`config.mk`:
```
export PLATFORM = sky130hd
export DESIGN_NAME = matrix_operand_loader
export DESIGN_NICKNAME = d
export VERILOG_FILES = /design/src/rtl/matrix_operand_loader.sv
export SDC_FILE = /design/constraint.sdc
export NUM_CORES = 1
export LEC_CHECK = 0
export BUFFER_PORTS_ARGS = -buffer_cell sky130_fd_sc_hd__buf_4
export CAP_MARGIN = 10
export CORE_UTILIZATION = 52
export CTS_CLUSTER_DIAMETER = 30
export CTS_CLUSTER_SIZE = 30
export DETAILED_ROUTE_END_ITERATION = 7
export GPL_ROUTABILITY_DRIVEN = 0
export PLACE_DENSITY_LB_ADDON = 0.25
export SLEW_MARGIN = 20
export SYNTH_ARGS = -nofsm -noshare
export SYNTH_HDL_FRONTEND = slang
export SYNTH_SLANG_ARGS = --single-unit
```
`constraint.sdc`:
```
create_clock -name clk -period 2.1 [get_ports clk]
set_clock_uncertainty 0.15 [all_clocks]
set_input_delay 0.63 -clock clk [delete_from_list [all_inputs] [get_ports clk]]
set_output_delay 0.63 -clock clk [all_outputs]
set_load 0.01 [all_outputs]
```
`src/rtl/matrix_operand_loader.sv`:
```
// Matrix operand loader: collects four A bytes and four B bytes from a byte
// stream, presents them as packed 2x2 matrices, pulses start for one cycle,
// then waits for the downstream multiplier to report done.  A missing done
// sets a sticky err after TIMEOUT wait cycles.
module matrix_operand_loader #(
    parameter int TIMEOUT = 16
) (
    input  logic        clk,
    input  logic        rst,
    input  logic [7:0]  in_data,
    input  logic        in_valid,
    output logic        in_ready,
    output logic [31:0] a,
    output logic [31:0] b,
    output logic        start,
    input  logic        done,
    output logic        busy,
    output logic        err,
    output logic [7:0]  op_count
);

    localparam int CW = (TIMEOUT > 1) ? $clog2(TIMEOUT) : 1;
    localparam logic [CW-1:0] WAIT_LAST = CW'(TIMEOUT - 1);

    localparam logic [1:0] LOAD_A = 2'd0;
    localparam logic [1:0] LOAD_B = 2'd1;
    localparam logic [1:0] ISSUE  = 2'd2;
    localparam logic [1:0] WAIT   = 2'd3;

    logic [1:0]    state;
    logic [1:0]    idx;
    logic [CW-1:0] wait_count;

    // Handshake and status outputs are pure decodes of the registered state
    assign in_ready = (state == LOAD_A) || (state == LOAD_B);
    assign start    = (state == ISSUE);
    assign busy     = (state == ISSUE) || (state == WAIT);

    // Main sequencer: byte capture, issue pulse, and done/timeout handling
    always_ff @(posedge clk) begin
        if (!rst) begin
            state      <= LOAD_A;
            idx        <= 2'd0;
            wait_count <= '0;
            a          <= 32'd0;
            b          <= 32'd0;
            op_count   <= 8'd0;
            err        <= 1'b0;
        end else begin
            case (state)
                LOAD_A: begin
                    if (in_valid) begin
                        case (idx)
                            2'd0:    a[31:24] <= in_data;
                            2'd1:    a[23:16] <= in_data;
                            2'd2:    a[15:8]  <= in_data;
                            default: a[7:0]   <= in_data;
                        endcase
                        if (idx == 2'd3) begin
                            state <= LOAD_B;
                            idx   <= 2'd0;
                        end else begin
                            idx <= idx + 2'd1;
                        end
                    end
                end
                LOAD_B: begin
                    if (in_valid) begin
                        case (idx)
                            2'd0:    b[31:24] <= in_data;
                            2'd1:    b[23:16] <= in_data;
                            2'd2:    b[15:8]  <= in_data;
                            default: b[7:0]   <= in_data;
                        endcase
                        if (idx == 2'd3) begin
                            state <= ISSUE;
                            idx   <= 2'd0;
                        end else begin
                            idx <= idx + 2'd1;
                        end
                    end
                end
                ISSUE: begin
                    // done is deliberately not looked at here
                    state      <= WAIT;
                    wait_count <= '0;
                end
                default: begin
                    // done wins over timeout when both land on the same cycle
                    if (done) begin
                        state    <= LOAD_A;
                        idx      <= 2'd0;
                        op_count <= op_count + 8'd1;
                    end else if (wait_count == WAIT_LAST) begin
                        state <= LOAD_A;
                        idx   <= 2'd0;
                        err   <= 1'b1;
                    end else begin
                        wait_count <= wait_count + 1'b1;
                    end
                end
            endcase
        end
    end

endmodule
```
==> results of run 1 <==
worst max path at each step:
| stage | endpoint | from | slack [ns] |
|---|---|---|---|
| CTS | in_ready | state[0] | -0.002 |
| finish | in_ready | state[1] | -0.001 |
| global placement | in_ready | state[1] | 0.17 |
| floorplan | in_ready | state[1] | 0.21 |
| detailed placement | wait_count[3] | state[1] | 0.05 |
| global route | in_ready | state[1] | -0.04 |
cell families after synthesis:
| group | Yosys count | synth area share |
|---|---|---|
| muxes | 70 | 0.216 |
| xor gates and xnor gates | 2 | 0.00539 |
| adders and majority gates | 12 | 0.0462 |
| and+or+nand+nor | 116 | 0.159 |
| buffers and inverters | 29 | 0.0385 |
| AOI/OAI and AO/OA | 20 | 0.0358 |
| DFF | 81 | 0.499 |
sequential cells by signal (all words and copies together), names as in the netlist:
signal      cells
a              32
b              32
op_count        8
wait_count      4
idx             2
state           2
err             1
power groups by stage:
stage | logic [mW] | clock network, mW | registers, mW
after floorplan | 0.542 | 0 | 1.80
after global placement | 0.871 | 0 | 1.76
after detailed placement | 0.895 | 0 | 1.77
after CTS | 0.977 | 1.18 | 1.74
after global routing | 1.07 | 1.24 | 1.76
final | 0.981 | 1.16 | 1.75
per-layer routing:
layer / share of wire / routed length (µm)
met1: 0.44 / 3420
met2: 0.48 / 3750
met3: 0.064 / 499
met4: 0.017 / 136
met5: 0 / 0
cells in the final DEF (no fill, tap or decap), drive strengths merged:
cell type  synthesis  final
o21ai              3      3
ha                12     12
or2                2      2
buf               13    105
nor4               1      1
dfxtp             81     81
nor2              69     69
a21oi             10     10
bufinv             0      1
nand3b             2      2
o211ai             2      2
a31oi              1      1
inv                8     10
nand3             18     18
nand4              3      3
clkbuf             8     10
mux2i             70     70
or3                6      6
nand2             10     10
clkinv             0      3
or3b               1      1
or4                2      2
xnor2              1      1
xor2               1      1
a22oi              1      1
nor3               1      1
o31ai              3      3
and3               1      1
worst min-delay path: cells and delay by family (launching register included):
| family | cells | cell delay, ns |
|---|---|---|
| flops | 1 | 0.34 |
| compound gates | 1 | 0.04 |
| simple gates | 1 | 0.07 |
metrics by stage:
step           TNS (ns)  cells  setup slack (ns)  hold WS, ns   util
2_1_floorplan         0    330             0.206        0.308      -
3_3_place_gp          0    485             0.169        0.301  0.675
3_5_place_dp          0    485            0.0535        0.319  0.675
4_1_cts        -0.00201    505          -0.00201        0.336  0.722
5_1_grt         -0.0744    505           -0.0427        0.374  0.722
6_report       -0.00148    505          -0.00148        0.332  0.722
area by class of cell:
cell class,count,area [µm²],share of cell area
clock inverters,6,73.8,0.0172
inverters,8,35.0,0.00814
flip-flops and latches,81,1630,0.379
well taps,75,93.8,0.0218
repair buffers,105,808,0.188
clock buffers,10,128,0.0297
multi-input cells,220,1530,0.357
what timing repair did:
| action | CTS | global route |
|---|---|---|
| setup endpoints to repair | 3 | 2 |
| resized for setup | 17 | 0 |
| setup buffers | 4 | 0 |
| pin swaps | 2 | 0 |
==> impl_metrics.csv, run 1 <==
group,metric,value,unit
run_status,status,"finished, violations left",
run_status,violations,"negative setup slack",
place,dp_hpwl,5330,µm
global_routing,busiest_layer,"met2",
sta,layout_setup_ws,-0.00148,ns
clocking,postCtsHoldBufs,0,
detailed_routing,wirelength,7800,µm
detailed_routing,first_iter_violations,152,
floorplanning,num_rows,28,
floorplanning,initial_utilization,0.545,
layout,syn2layout_area_growth,32.4,%
setup_path,crit_buf_inv,2,
floorplanning,pin_count,88,
clocking,cts_made_buffers,9,
min_path,worstHoldPathCells,2,
pwr,vdd.ir_drop.worst,0.000483,V
global_routing,grtUsageMet1,0.304,
floorplanning,coreArea,0.00596,mm²
synth,yosysWarnings,0,
min_path,min-delay-start,"err",
setup_path,reg2reg_to,"op_count[5]",
pwr,cell_internal_pwr,2.71,mW
detailed_routing,ant_nets,0,
synth,netlist.area_leader.share,0.499,
pwr,power.density,903,mW/mm²
synth,synth_top_cell_by_area,"dfxtp_1",
setup_path,worstReg2RegStart,"state[1]",
setup_path,r2r_slack,0.07,ns
detailed_routing,first_pass_iters,4,
floorplanning,die_h,81.0,µm
pwr,seq_power_share,0.449,
detailed_routing,drc,0,
setup_path,crit_cells,4,
global_routing,antenna_found_initial,0,
synth,synth_commonest_cells,"dfxtp_1 (81), mux2i_1 (70), nor2_1 (69)",
place,io_buffers,87,
synth,syn_area,0.00325,mm²
setup_path,path_cells,"inv_4 -> ha_2 -> or2_4 -> buf_6",
global_routing,grt.overflow.total,0,
layout,fill_cells,473,
pwr,combPwrFrac,0.253,
sta,rsz0062_at_grt,"true",
pwr,switching_power,1.18,mW
global_routing,first_global_vias,2542,
detailed_routing,via_per_inst,5.31,
layout,fin_area,0.00430,mm²
sta,report.final.slew_viol_count,0,
sta,max_freq,476,MHz
global_routing,grt.total_usage,0.253,
synth,ys_ff_latch,81,
synth,synth_most_common_cell,"dfxtp_1",
pwr,leakagePower,2.28,nW
flow_run,cap_violations,0,
synth,synth-edff-count,0,
clocking,clk_latency,0.35,ns
synth,syn_nets,354,
clocking,htreeDepth,3,
setup_path,start_kind,"flip-flop",
setup_path,path_class,"reg2out",
setup_path,slowest_delay,0.40,ns
clocking,clk_path_buf_depth,2,
setup_path,crit_required,1.32,ns
global_routing,use_met3,0.0775,
global_routing,grt_first_pass_wirelength,12200,µm
sta,hold_viol,0,
setup_path,crit_arrival,1.32,ns
setup_path,crit_family,"flip-flops",
min_path,holdPathEnd,"err",
global_routing,grt_max_degree,59,
setup_path,reg2reg_depth,6,
sta,period_share,1.00,
setup_path,slowest_stage,"dfxtp_4",
clocking,clock-sinks,81,
sta,setup_viol,1,
sta,min_period,2.10,ns
synth,syn_inst,330,
min_path,min_path_type,"reg2reg",
synth,synth_ff_type,"dfxtp_1",
synth,seq_area_frac_synth,0.499,
layout,finalNetCount,449,
setup_path,cp_max_fo,4,
detailed_routing,wl_per_cell,15.5,µm
detailed_routing,num_vias,2681,
layout,antenna_cells,0,
synth,yosysUniqueCellTypes,30,
synth,synthArstFlopShare,0,
floorplanning,dieArea,0.00657,mm²
sta,slew_headroom,0.735,
global_routing,met2_usage,0.413,
setup_path,endpoint_kind,"output port",
clocking,cts_tree,"built",
layout,drive_above_1_share,0.307,
pwr,power.total,3.89,mW
pwr,swShare,0.302,
synth,synth_area_leaders,"dfxtp_1 (50%), mux2i_1 (22%), nor2_1 (8.0%), ha_1 (4.6%), nand3_1 (2.8%)",
place,place_area,0.00402,mm²
pwr,p_clk_frac,0.298,
floorplanning,die_width,81.0,µm
sta,tightest_slew,0.395,ns
synth,syn_avg_cell_area,9.84,µm²
clocking,cts_root_buffer,"clkbuf_8",
clocking,clk_pin_slew,0.08,ns
Power figures use the tool's default switching activity.
==> inputs of run 2 (changes only) <==
--- a/config.mk
+++ b/config.mk
@@ -5,7 +5,7 @@
 export SDC_FILE = /design/constraint.sdc
 export NUM_CORES = 1
 export LEC_CHECK = 0
-export BUFFER_PORTS_ARGS = -buffer_cell sky130_fd_sc_hd__buf_4
+export BUFFER_PORTS_ARGS = -buffer_cell sky130_fd_sc_hd__buf_2
 export CAP_MARGIN = 10
 export CORE_UTILIZATION = 52
 export CTS_CLUSTER_DIAMETER = 30
==> run 2 against run 1 <==
The flow now finishes without violations. Critical endpoint unchanged. Via count is 2.4% lower. Wire length is 6.3% lower. Global-route usage is 1.3 points lower. Final cell count is 0.59% higher.
==> impl_metrics.csv, run 2 (synthesis results as in run 1) <==
group,metric,value,unit
run_status,status,"finished clean",
sta,tightest_slew,0.383,ns
pwr,vdd.ir_drop.worst,0.000712,V
sta,tns,0,ns
layout,layout_common_cells,"buf_2 (85), dfxtp_1 (79), mux2i_1 (70)",
floorplanning,die_width,81.0,µm
clocking,cts_made_buffers,9,
floorplanning,initial_utilization,0.545,
clocking,cts_tree,"built",
clocking,cts_root_buffer,"clkbuf_8",
sta,hold_viol,0,
global_routing,grt_max_degree,40,
setup_path,endpoint_kind,"output port",
setup_path,crit_arrival,1.32,ns
place,io_buffers,87,
pwr,leakagePower,2.29,nW
clocking,clk_latency,0.34,ns
global_routing,antenna_found_initial,0,
clocking,htreeDepth,3,
detailed_routing,first_pass_iters,4,
global_routing,grt_first_pass_wirelength,11700,µm
detailed_routing,via_per_inst,5.15,
place,place_area,0.00379,mm²
clocking,clk_pin_slew,0.08,ns
layout,syn2layout_area_growth,26.7,%
clocking,clock-sinks,81,
floorplanning,dieArea,0.00657,mm²
flow_run,cap_violations,0,
global_routing,grt.overflow.total,0,
layout,fin_area,0.00412,mm²
layout,drive_above_1_share,0.314,
layout,finalNetCount,452,
detailed_routing,wirelength,7310,µm
detailed_routing,num_vias,2616,
global_routing,first_global_vias,2477,
sta,max_freq,477,MHz
min_path,min_path_type,"reg2reg",
floorplanning,die_h,81.0,µm
setup_path,slowest_stage,"dfxtp_2",
setup_path,path_class,"reg2out",
global_routing,grt.total_usage,0.239,
setup_path,crit_required,1.32,ns
floorplanning,pin_count,88,
sta,slew_headroom,0.744,
place,dp_hpwl,5060,µm
floorplanning,coreArea,0.00596,mm²
sta,setup_viol,0,
sta,min_period,2.10,ns
pwr,power.density,945,mW/mm²
floorplanning,num_rows,28,
clocking,clk_path_buf_depth,2,
sta,period_share,0.998,
setup_path,r2r_slack,0.12,ns
layout,antenna_cells,0,
layout,final_common_cell,"buf_2",
setup_path,start_kind,"flip-flop",
detailed_routing,drc,0,
layout,reg.largest.list,"a x32, b x32, op_count x8",
setup_path,slowest_delay,0.36,ns
sta,report.final.slew_viol_count,0,
detailed_routing,ant_nets,0,
detailed_routing,first_iter_violations,85,
setup_path,path_cells,"inv_2 -> ha_4 -> or2_4 -> buf_6",
setup_path,cp_max_fo,3,
detailed_routing,wl_per_cell,14.4,µm
sta,rsz0062_at_grt,"true",
[run 2: power by group]
group	internal, mW	switching [mW]	leakage (nW)	total [mW]
Combinational	0.479	0.498	1.53	0.977
Clock	0.615	0.551	0.103	1.17
Sequential	1.66	0.0880	0.656	1.74
Total	2.75	1.14	2.29	3.89
[run 2: timing repair]
action	in CTS	in global routing
hold buffers	0	0
pin swaps	3	2
endpoints found under the setup margin	2	2
resized for setup	18	0
buffers inserted	5	1
[run 2: cell type report]
type | count | area [µm²]
clock buffers | 12 | 155
clock inverters | 4 | 51.3
fillers | 500 | 1840
inverters | 8 | 32.5
multi-input cells | 220 | 1550
flip-flops and latches | 81 | 1630
well taps | 75 | 93.8
repair buffers | 108 | 609
[run 2: final timing paths]
| check | from | end | cells past startpoint |
|---|---|---|---|
| min reg2reg | err | err | 2 |
| min | err | err | 2 |
| max | state[1] | in_ready | 4 |
| max reg2reg | state[1] | op_count[5] | 6 |
[run 2: per-stage QoR]
stage,setup WS [ns],hold WS [ns],instances,utilization,total power [mW]
after floorplan,0.206,0.308,330,-,2.34
after global placement,0.159,0.302,486,0.637,2.59
after detailed placement,0.100,0.309,486,0.637,2.62
after CTS,-0.0269,0.326,507,0.690,3.90
after global routing,-0.0417,0.361,508,0.691,4.09
final,0.00497,0.326,508,0.691,3.89
[run 2: layer usage]
metal	global-route usage	wire, µm
met3	0.0719	506
met4	0.127	116
met5	0	0
met2	0.387	3460
met1	0.284	3240
[run 2: worst max-delay path: cells and delay by family, from the launching register on]
family	cells	cell delay, ns
flops	1	0.36
simple gates	1	0.26
buf+inv	2	0.19
fa+ha+maj	1	0.16
